$ cat src/rtl/fmul_s1_vec.sv
// Vector FP multiplier stage 1: decode, special-case classification and exponent/shift prep, one register stage.
// Optional sticky invalid/overflow accumulators are built when FMUL_S1_VEC_STICKY_FLAGS_EN is defined.
`ifndef TC_EXPWIDTH
`define TC_EXPWIDTH 5
`endif
`ifndef TC_PRECISION
`define TC_PRECISION 3
`endif

module fmul_s1_vec #(
  parameter int EXPWIDTH  = `TC_EXPWIDTH,
  parameter int PRECISION = `TC_PRECISION,
  parameter int LANES     = 4,
  parameter int USERW     = 8,
  localparam int W        = 1 + EXPWIDTH + PRECISION,
  localparam int EW2      = EXPWIDTH + 2,
  localparam int SW       = EXPWIDTH + 1
) (
  input  logic                   clk_i,
  input  logic                   rst_i,
  input  logic                   s_axis_tvalid,
  output logic                   s_axis_tready,
  input  logic [LANES*W-1:0]     s_axis_tdata_a,
  input  logic [LANES*W-1:0]     s_axis_tdata_b,
  input  logic [USERW-1:0]       s_axis_tuser,
  input  logic [2:0]             rm_i,
  output logic                   m_axis_tvalid,
  input  logic                   m_axis_tready,
  output logic [USERW-1:0]       m_axis_tuser,
  output logic [2:0]             out_rm_o,
  output logic [LANES*7-1:0]     out_lane_flags_o,
  output logic [LANES-1:0]       out_prod_sign_o,
  output logic [LANES*EW2-1:0]   out_exp_shifted_o,
  output logic [LANES*SW-1:0]    out_shift_amt_o,
  input  logic                   flags_clr_i,
  output logic                   sticky_nv_o,
  output logic                   sticky_of_o
);

  localparam int BIAS = (1 << (EXPWIDTH - 1)) - 1;
  localparam logic signed [EW2-1:0] BIAS_S  = EW2'(BIAS);
  localparam logic signed [EW2-1:0] ONE_S   = EW2'(1);
  localparam logic signed [EW2-1:0] OVF_S   = EW2'((1 << EXPWIDTH) - 1);
  localparam logic signed [EW2-1:0] MAXSH_S = EW2'(2 * PRECISION + 3);

  logic                 mValid_q;
  logic [USERW-1:0]     user_q;
  logic [2:0]           rm_q;
  logic [LANES*7-1:0]   laneFlags_q, laneFlags_d;
  logic [LANES-1:0]     sign_q, sign_d;
  logic [LANES*EW2-1:0] expSh_q, expSh_d;
  logic [LANES*SW-1:0]  shift_q, shift_d;
  logic                 accept;

  assign s_axis_tready = ~mValid_q | m_axis_tready;
  assign accept        = s_axis_tvalid & s_axis_tready;

  for (genvar k = 0; k < LANES; k++) begin : gLane
    logic [W-1:0]            aOp, bOp;
    logic [EXPWIDTH-1:0]     aExp, bExp;
    logic                    aExpZero, bExpZero, aExpOnes, bExpOnes, aFracNz, bFracNz;
    logic                    aZero, bZero, aSub, bSub, aInf, bInf, aNan, bNan;
    logic                    validSc, isNan, isInf, isInv, hasZero, earlyOvf, maySub, under;
    logic signed [EW2-1:0]   aEff, bEff, expSh, shDiff;
    logic [SW-1:0]           shClamp;

    assign aOp      = s_axis_tdata_a[k*W +: W];
    assign bOp      = s_axis_tdata_b[k*W +: W];
    assign aExp     = aOp[W-2 -: EXPWIDTH];
    assign bExp     = bOp[W-2 -: EXPWIDTH];
    assign aFracNz  = |aOp[PRECISION-1:0];
    assign bFracNz  = |bOp[PRECISION-1:0];
    assign aExpZero = (aExp == '0);
    assign bExpZero = (bExp == '0);
    assign aExpOnes = &aExp;
    assign bExpOnes = &bExp;

    assign aZero = aExpZero & ~aFracNz;
    assign bZero = bExpZero & ~bFracNz;
    assign aSub  = aExpZero & aFracNz;
    assign bSub  = bExpZero & bFracNz;
    assign aInf  = aExpOnes & ~aFracNz;
    assign bInf  = bExpOnes & ~bFracNz;
    assign aNan  = aExpOnes & aFracNz;
    assign bNan  = bExpOnes & bFracNz;

    assign isInv   = (aInf & bZero) | (bInf & aZero);
    assign isNan   = aNan | bNan | isInv;
    assign isInf   = (aInf & ~bZero & ~bNan) | (bInf & ~aZero & ~aNan);
    assign hasZero = aZero | bZero;
    assign validSc = aZero | bZero | aInf | bInf | aNan | bNan;

    // Subnormal operands take an effective exponent of 1
    assign aEff  = aExpZero ? ONE_S : $signed({2'b00, aExp});
    assign bEff  = bExpZero ? ONE_S : $signed({2'b00, bExp});
    assign expSh = aEff + bEff - BIAS_S;

    assign under    = (expSh < ONE_S);
    assign earlyOvf = ~validSc & (expSh >= OVF_S);
    assign maySub   = ~validSc & (aSub | bSub | under);
    assign shDiff   = ONE_S - expSh;
    assign shClamp  = (shDiff > MAXSH_S) ? MAXSH_S[SW-1:0] : shDiff[SW-1:0];

    assign laneFlags_d[k*7 +: 7] = {validSc, isNan, isInf, isInv, hasZero, earlyOvf, maySub};
    assign sign_d[k]             = aOp[W-1] ^ bOp[W-1];
    assign expSh_d[k*EW2 +: EW2] = expSh;
    assign shift_d[k*SW +: SW]   = (under & ~validSc) ? shClamp : '0;
  end

  // Output register: loads on accept, holds while downstream stalls
  always_ff @(posedge clk_i) begin
    if (rst_i) begin
      mValid_q    <= 1'b0;
      user_q      <= '0;
      rm_q        <= '0;
      laneFlags_q <= '0;
      sign_q      <= '0;
      expSh_q     <= '0;
      shift_q     <= '0;
    end else begin
      if (s_axis_tready) mValid_q <= s_axis_tvalid;
      if (accept) begin
        user_q      <= s_axis_tuser;
        rm_q        <= rm_i;
        laneFlags_q <= laneFlags_d;
        sign_q      <= sign_d;
        expSh_q     <= expSh_d;
        shift_q     <= shift_d;
      end
    end
  end

  assign m_axis_tvalid     = mValid_q;
  assign m_axis_tuser      = user_q;
  assign out_rm_o          = rm_q;
  assign out_lane_flags_o  = laneFlags_q;
  assign out_prod_sign_o   = sign_q;
  assign out_exp_shifted_o = expSh_q;
  assign out_shift_amt_o   = shift_q;

`ifdef FMUL_S1_VEC_STICKY_FLAGS_EN
  logic stickyNv_q, stickyNv_d, stickyOf_q, stickyOf_d;
  logic anyInv, anyOvf;

  // A set in the same cycle as a clear wins
  always_comb begin
    anyInv = 1'b0;
    anyOvf = 1'b0;
    for (int k = 0; k < LANES; k++) begin
      anyInv = anyInv | laneFlags_d[k*7 + 3];
      anyOvf = anyOvf | laneFlags_d[k*7 + 1];
    end
    stickyNv_d = (flags_clr_i ? 1'b0 : stickyNv_q) | (accept & anyInv);
    stickyOf_d = (flags_clr_i ? 1'b0 : stickyOf_q) | (accept & anyOvf);
  end

  always_ff @(posedge clk_i) begin
    if (rst_i) begin
      stickyNv_q <= 1'b0;
      stickyOf_q <= 1'b0;
    end else begin
      stickyNv_q <= stickyNv_d;
      stickyOf_q <= stickyOf_d;
    end
  end

  assign sticky_nv_o = stickyNv_q;
  assign sticky_of_o = stickyOf_q;
`else
  logic unusedClr;
  assign unusedClr   = flags_clr_i;
  assign sticky_nv_o = 1'b0;
  assign sticky_of_o = 1'b0;
`endif

endmodule

$ cat config.mk
export PLATFORM = sky130hd
export DESIGN_NAME = fmul_s1_vec
export DESIGN_NICKNAME = d
export VERILOG_FILES = /design/src/rtl/fmul_s1_vec.sv
export SDC_FILE = /design/constraint.sdc
export NUM_CORES = 1
export LEC_CHECK = 0
export CORE_ASPECT_RATIO = 0.5
export CORE_MARGIN = 4
export CORE_UTILIZATION = 40
export DETAILED_ROUTE_END_ITERATION = 16
export PLACE_DENSITY = 0.71
export SYNTH_ARGS = -nofsm -noshare
export SYNTH_HDL_FRONTEND = slang
export SYNTH_SLANG_ARGS = --single-unit
$ cat constraint.sdc
create_clock -name clk_i -period 5.94 [get_ports clk_i]
set_clock_uncertainty 0.1 [all_clocks]
set_input_delay 0.594 -clock clk_i [delete_from_list [all_inputs] [get_ports clk_i]]
set_output_delay 0.594 -clock clk_i [all_outputs]
set_load 0.1 [all_outputs]
==> results of run 1 <==
metrics by stage:
stage	utilization [%]	std cells	power, mW	setup WS [ps]	instance area [sq um]
after floorplan	-	750	1.40	2050	5900
after global placement	53.8	1077	1.62	1200	7780
after detailed placement	53.8	1077	1.63	1080	7780
after CTS	56.0	1093	2.25	1400	8100
after global routing	56.0	1093	2.35	1070	8100
final	56.0	1093	2.23	1360	8100
where the power goes:
part | switching (mW) | internal [mW]
registers | 0.0211 | 0.685
clock network | 0.251 | 0.361
logic | 0.627 | 0.285
logic make-up after synthesis:
| family | after synthesis | share of synthesized area (%) |
|---|---|---|
| buffers and inverters | 96 | 6.38 |
| AO/OA/AOI/OAI | 195 | 22.2 |
| adder cells (fa/ha/maj) | 52 | 11.5 |
| XOR/XNOR | 22 | 3.39 |
| AND/OR/NAND/NOR | 284 | 23.4 |
| multiplexers | 3 | 0.509 |
| flip-flops | 96 | 32.6 |
| other | 1 | 0.0636 |
final cells by class:
type / instances / area [sq um] / area share, %
Tap cell: 198 / 248 / 3.06
Clock inverter: 4 / 51.3 / 0.634
Multi-Input combinational cell: 558 / 3610 / 44.6
Sequential cell: 96 / 1920 / 23.7
Inverter: 38 / 143 / 1.76
Clock buffer: 12 / 267 / 3.29
Timing Repair Buffer: 187 / 1860 / 22.9
registers in the layout, indices dropped and copies added, names as in the netlist:
name / count
m_axis_tuser: 8
m_axis_tvalid: 1
out_exp_shifted_o: 28
out_lane_flags_o: 28
out_prod_sign_o: 4
out_rm_o: 3
out_shift_amt_o: 24
Yosys cell counts, types with 14 or more instances:
master	n
dfxtp_1	96
nand2_1	90
a21oi_1	74
nor2_1	69
clkbuf_1	54
ha_1	48
inv_1	38
nand3_1	24
o21ai_0	23
a211oi_1	20
nor3_1	19
and3_1	17
xnor2_1	14
metal layers:
metal | up-vias | share of wire, % | routed length [um] | track usage (%)
li1 | 2944 | - | - | -
met1 | 2717 | 48 | 8010 | 25.7
met2 | 121 | 47 | 7830 | 33.0
met3 | 9 | 4.5 | 758 | 4.10
met4 | 0 | 0.53 | 88 | 3.23
met5 | - | 0 | 0 | 0
critical path, cell delays in order:
cell and delay, ps:
clkdlybuf4s50_1 470, or4_1 550, nor2_1 270, nor2_1 80
ha_1 200, inv_1 60, ha_1 180, fa_1 530
inv_1 130, ha_1 260, nor3b_1 180, o21ai_0 120
o22ai_1 230, mux2i_1 90, a211oi_1 520, a32oi_1 180
nor2_1 120
final timing paths:
check                    start                   to
min reg2reg    m_axis_tuser[4]      m_axis_tuser[4]
min            m_axis_tuser[4]      m_axis_tuser[4]
max          s_axis_tdata_a[4]   out_shift_amt_o[2]
max reg2reg      m_axis_tvalid  out_shift_amt_o[16]
==> flow_summary_export.csv, run 1 <==
group,metric,value,unit
worst_setup_path,start_kind,"input port",
routing,drtIter0Drc,277,
die,ios,187,
pwr,peakVddDrop,0.155,mV
clock_network,cts_tree,"yes",
worst_setup_path,endpoint_kind,"flip-flop",
place,portBuffers,183,
clock_network,cts-htree-levels,3,
clock_network,ctsHoldBuffers,0,
finish,layout_common_cells,"clkdlybuf4s50_1 (182), dfxtp_1 (96), nand2_1 (89), a21oi_1 (74), nor2_1 (69)",
global_routing,grt_use_total,19.3,%
routing,routed_wl,16700,um
logic_synthesis,ys.flop_type,"dfxtp_1",
logic_synthesis,seq_area_frac_synth,32.6,%
clock_network,cts_made_buffers,9,
status,status,"finished clean",
logic_synthesis,synthCells,749,
worst_setup_path,r2r_cells,7,
logic_synthesis,ys_async_sr_fraction,0,%
timing,max_freq,218,MHz
finish,drive_above_1_share,4.36,%
routing,vias,5791,
pwr,power_density,275,nW/um^2
logic_synthesis,yosys.area.top_type,"dfxtp_1",
global_routing,grt_first_pass_wirelength,27400,um
logic_synthesis,synthTopCellsByArea,"dfxtp_1 (33%), ha_1 (10%), a21oi_1 (6.3%)",
logic_synthesis,synth_edf_count,0,
place,gp_congestion,0.834,
timing,rsz0062_at_grt,"false",
hold_path,hold_class,"flip-flop to flip-flop",
global_routing,grt_max_degree,52,
place,dpl.hpwl,12500,um
clock_network,clock_sinks,96,
die,start_util,40.8,%
clock_network,clk_latency,340,ps
finish,n_antenna_cell,0,
clock_network,post-cts-setup-buffer-count,0,
clock_network,post_cts_resized,0,
worst_setup_path,worst-path-max-fanout,6,
die,rows,31,
timing,setup_tns,0,ps
timing,worst_pin_slew,1030,ps
worst_setup_path,crit_type,"input port to flip-flop",
routing,routed_via_density,5.30,
routing,first_pass_iters,5,
die,core-area,14500,sq um
logic_synthesis,yosys_register_bits,96,
clock_network,cts_root_buf,"clkbuf_16",
worst_setup_path,crit_arrival,4750,ps
logic_synthesis,synth_area_per_cell,7.88,sq um
logic_synthesis,yosysWarnings,0,
finish,layout_commonest_cell,"clkdlybuf4s50_1",
finish,fillers,1361,
die,dieArea,16900,sq um
logic_synthesis,yosysTopAreaCellShare,32.6,%
pwr,p_leak,3.22,nW
die,die_w,180,um
logic_synthesis,synthesis.area,5900,sq um
flow_run,maxCapViolations,0,
timing,fin_crit_sh,77.1,%
logic_synthesis,yosysUniqueCellTypes,72,
hold_path,hold_depth,2,
worst_setup_path,worst_ep_required_time,6110,ps
timing,fin_hold_ws,353,ps
routing,wire_per_inst,15.3,um
routing,ant_nets,0,
routing,route.detailed.drc,0,
finish,nets,1030,
timing,setup_viol,0,
worst_setup_path,rrSetupSlack,3260,ps
global_routing,grt_overflow,0,
clock_network,cts_max_path_buffers,2,
die,dieHeight,93.9,um
timing,fin_crit,4580,ps
global_routing,grt_pass1_vias,5551,
timing,drv_slew,0,
clock_network,clkTransAtPathRegs,70,ps
global_routing,antenna_found_initial,0,
timing,hold_violations,0,
timing,relSlewSlack,30.9,%
finish,syn_to_final_growth,37.2,%
(Power assumes the default switching activity.)
==> run 2, diff against run 1 <==
Clock period 5.94 ns to 4.3 ns, I/O delays scaled along.
==> run 2 against run 1 <==
Against the previous run:
- total power grew 35%
- global-route usage shrank 0.22 points
- die area is the same
- core utilization grew 0.54 points
- combinational power grew 41%
- highest routed layer unchanged
==> flow_summary_export.csv, run 2 (same netlist as run 1, synthesis figures left out) <==
group,metric,value,unit
place,dpl.hpwl,12500,um
global_routing,grt_max_degree,82,
pwr,comb_power_share,42.8,%
timing,max_freq,255,MHz
place,portBuffers,183,
die,core-area,14500,sq um
clock_network,cts_made_buffers,9,
finish,syn_to_final_growth,38.5,%
worst_setup_path,worst_ep_required_time,4460,ps
global_routing,grt_use_total,19.1,%
clock_network,post_cts_resized,0,
pwr,cell_internal_pwr,1.77,mW
routing,vias,5851,
die,start_util,40.8,%
routing,ant_nets,0,
timing,rsz0062_at_grt,"false",
pwr,swShare,41.3,%
timing,fin_crit_sh,91.2,%
finish,n_antenna_cell,0,
die,rows,31,
worst_setup_path,critPathBufInv,4,
clock_network,clk_latency,330,ps
pwr,p_seq_share,32.3,%
flow_run,maxCapViolations,0,
finish,utilization,56.5,%
place,dp.cells,1093,
worst_setup_path,crit_type,"input port to flip-flop",
worst_setup_path,cp_cell_sequence,"clkdlybuf4s50_1, or4_1, nor2_1, nor2_1, ha_1, inv_1, ha_1, fa_1, inv_1, ha_1, nor3b_1, o21ai_0, nor3_1, mux2i_1, a211oi_1, buf_4, a32oi_1, nor2_1",
finish,nets,1046,
routing,routed_via_density,5.28,
status,status,"finished clean",
finish,final_cells,1109,
worst_setup_path,path_delay_family,"simple AND/OR/NAND/NOR gates",
worst_setup_path,worst_path_largest_cell_delay,530,ps
timing,setup_tns,0,ps
worst_setup_path,endpoint_kind,"flip-flop",
global_routing,grt_first_pass_wirelength,27100,um
worst_setup_path,crit_arrival,4090,ps
pwr,p_leak,3.27,nW
clock_network,clock_sinks,96,
timing,fin_hold_ws,354,ps
worst_setup_path,worst-path-max-fanout,4,
timing,drv_slew,0,
timing,relSlewSlack,31.4,%
finish,fin_area,8170,sq um
routing,wire_per_inst,15.1,um
finish,drive_above_1_share,5.93,%
global_routing,antenna_found_initial,0,
place,place_ws,82.6,ps
clock_network,cts-htree-levels,3,
finish,multi_input_area,3610,sq um
pwr,p_clk_share,24.9,%
clock_network,cts_root_buf,"clkbuf_16",
clock_network,ctsHoldBuffers,0,
finish,layout_common_cells,"clkdlybuf4s50_1 (182), dfxtp_1 (96), nand2_1 (89), a21oi_1 (74), nor2_1 (69)",
die,dieHeight,93.9,um
clock_network,clkTransAtPathRegs,70,ps
hold_path,hold_class,"flip-flop to flip-flop",
finish,layout_commonest_cell,"clkdlybuf4s50_1",
pwr,p_sw,1.25,mW
worst_setup_path,slowest_stage,"or4_1",
pwr,power,3.02,mW
timing,setup_ws,378,ps
timing,hold_violations,0,
clock_network,post-cts-setup-buffer-count,0,
clock_network,cts_tree,"yes",
routing,route.detailed.drc,0,
timing,worst_pin_slew,1030,ps
pwr,power_density,369,nW/um^2
worst_setup_path,start_kind,"input port",
routing,drtIter0Drc,307,
global_routing,grt_overflow,0,
place,place_area,7900,sq um
clock_network,cts_max_path_buffers,2,
die,dieArea,16900,sq um
place,gp_congestion,0.825,
routing,routed_wl,16800,um
pwr,peakVddDrop,0.177,mV
die,die_w,180,um
finish,seq_area,1920,sq um
die,ios,187,
timing,fin_crit,3920,ps
finish,fillers,1328,
global_routing,grt_pass1_vias,5455,
timing,setup_viol,0,
routing,first_pass_iters,4,
-- run 2: path summary, 6_finish.rpt --
| path | start | to | slack, ps | cells past startpoint |
|---|---|---|---|---|
| worst max-delay path | s_axis_tdata_a[4] | out_shift_amt_o[1] | 380 | 18 |
| worst min-delay path | out_rm_o[2] | out_rm_o[2] | 350 | 2 |
| worst max register to register | m_axis_tvalid | out_shift_amt_o[0] | 1970 | 7 |
| worst min register to register | out_rm_o[2] | out_rm_o[2] | 350 | 2 |
-- run 2: power groups by stage --
stage                     Clock (mW)  Combinational (mW)  Sequential (mW)
final                          0.751                1.29            0.975
after CTS                      0.774                1.29            0.976
after global placement             0                1.27            0.993
after detailed placement           0                1.29            0.996
after global routing           0.805                1.39            0.982
after floorplan                    0               0.532             1.40
-- run 2: final cells by class --
class	count	area share [%]
sequential	96	23.5
clock inverter	5	0.398
multi-input combinational	558	44.2
timing repair buffer	203	24.2
clock buffer	11	2.97
inverter	38	1.74
tap	198	3.03
-- run 2: worst register-to-register path: stages (launching register included) --
cell and delay, ps:
dfxtp_1 310, nand2b_1 140, nand2_2 340, a221oi_1 450, nand3_1 260, a21oi_2 350
a21oi_1 70, a211oi_1 220
-- run 2: routing by layer --
metal	up-vias	GRT usage [%]	wire length [um]
li1	2971	-	-
met1	2709	24.9	7830
met2	161	33.1	7880
met3	10	3.83	933
met4	0	3.93	130
met5	-	0	0
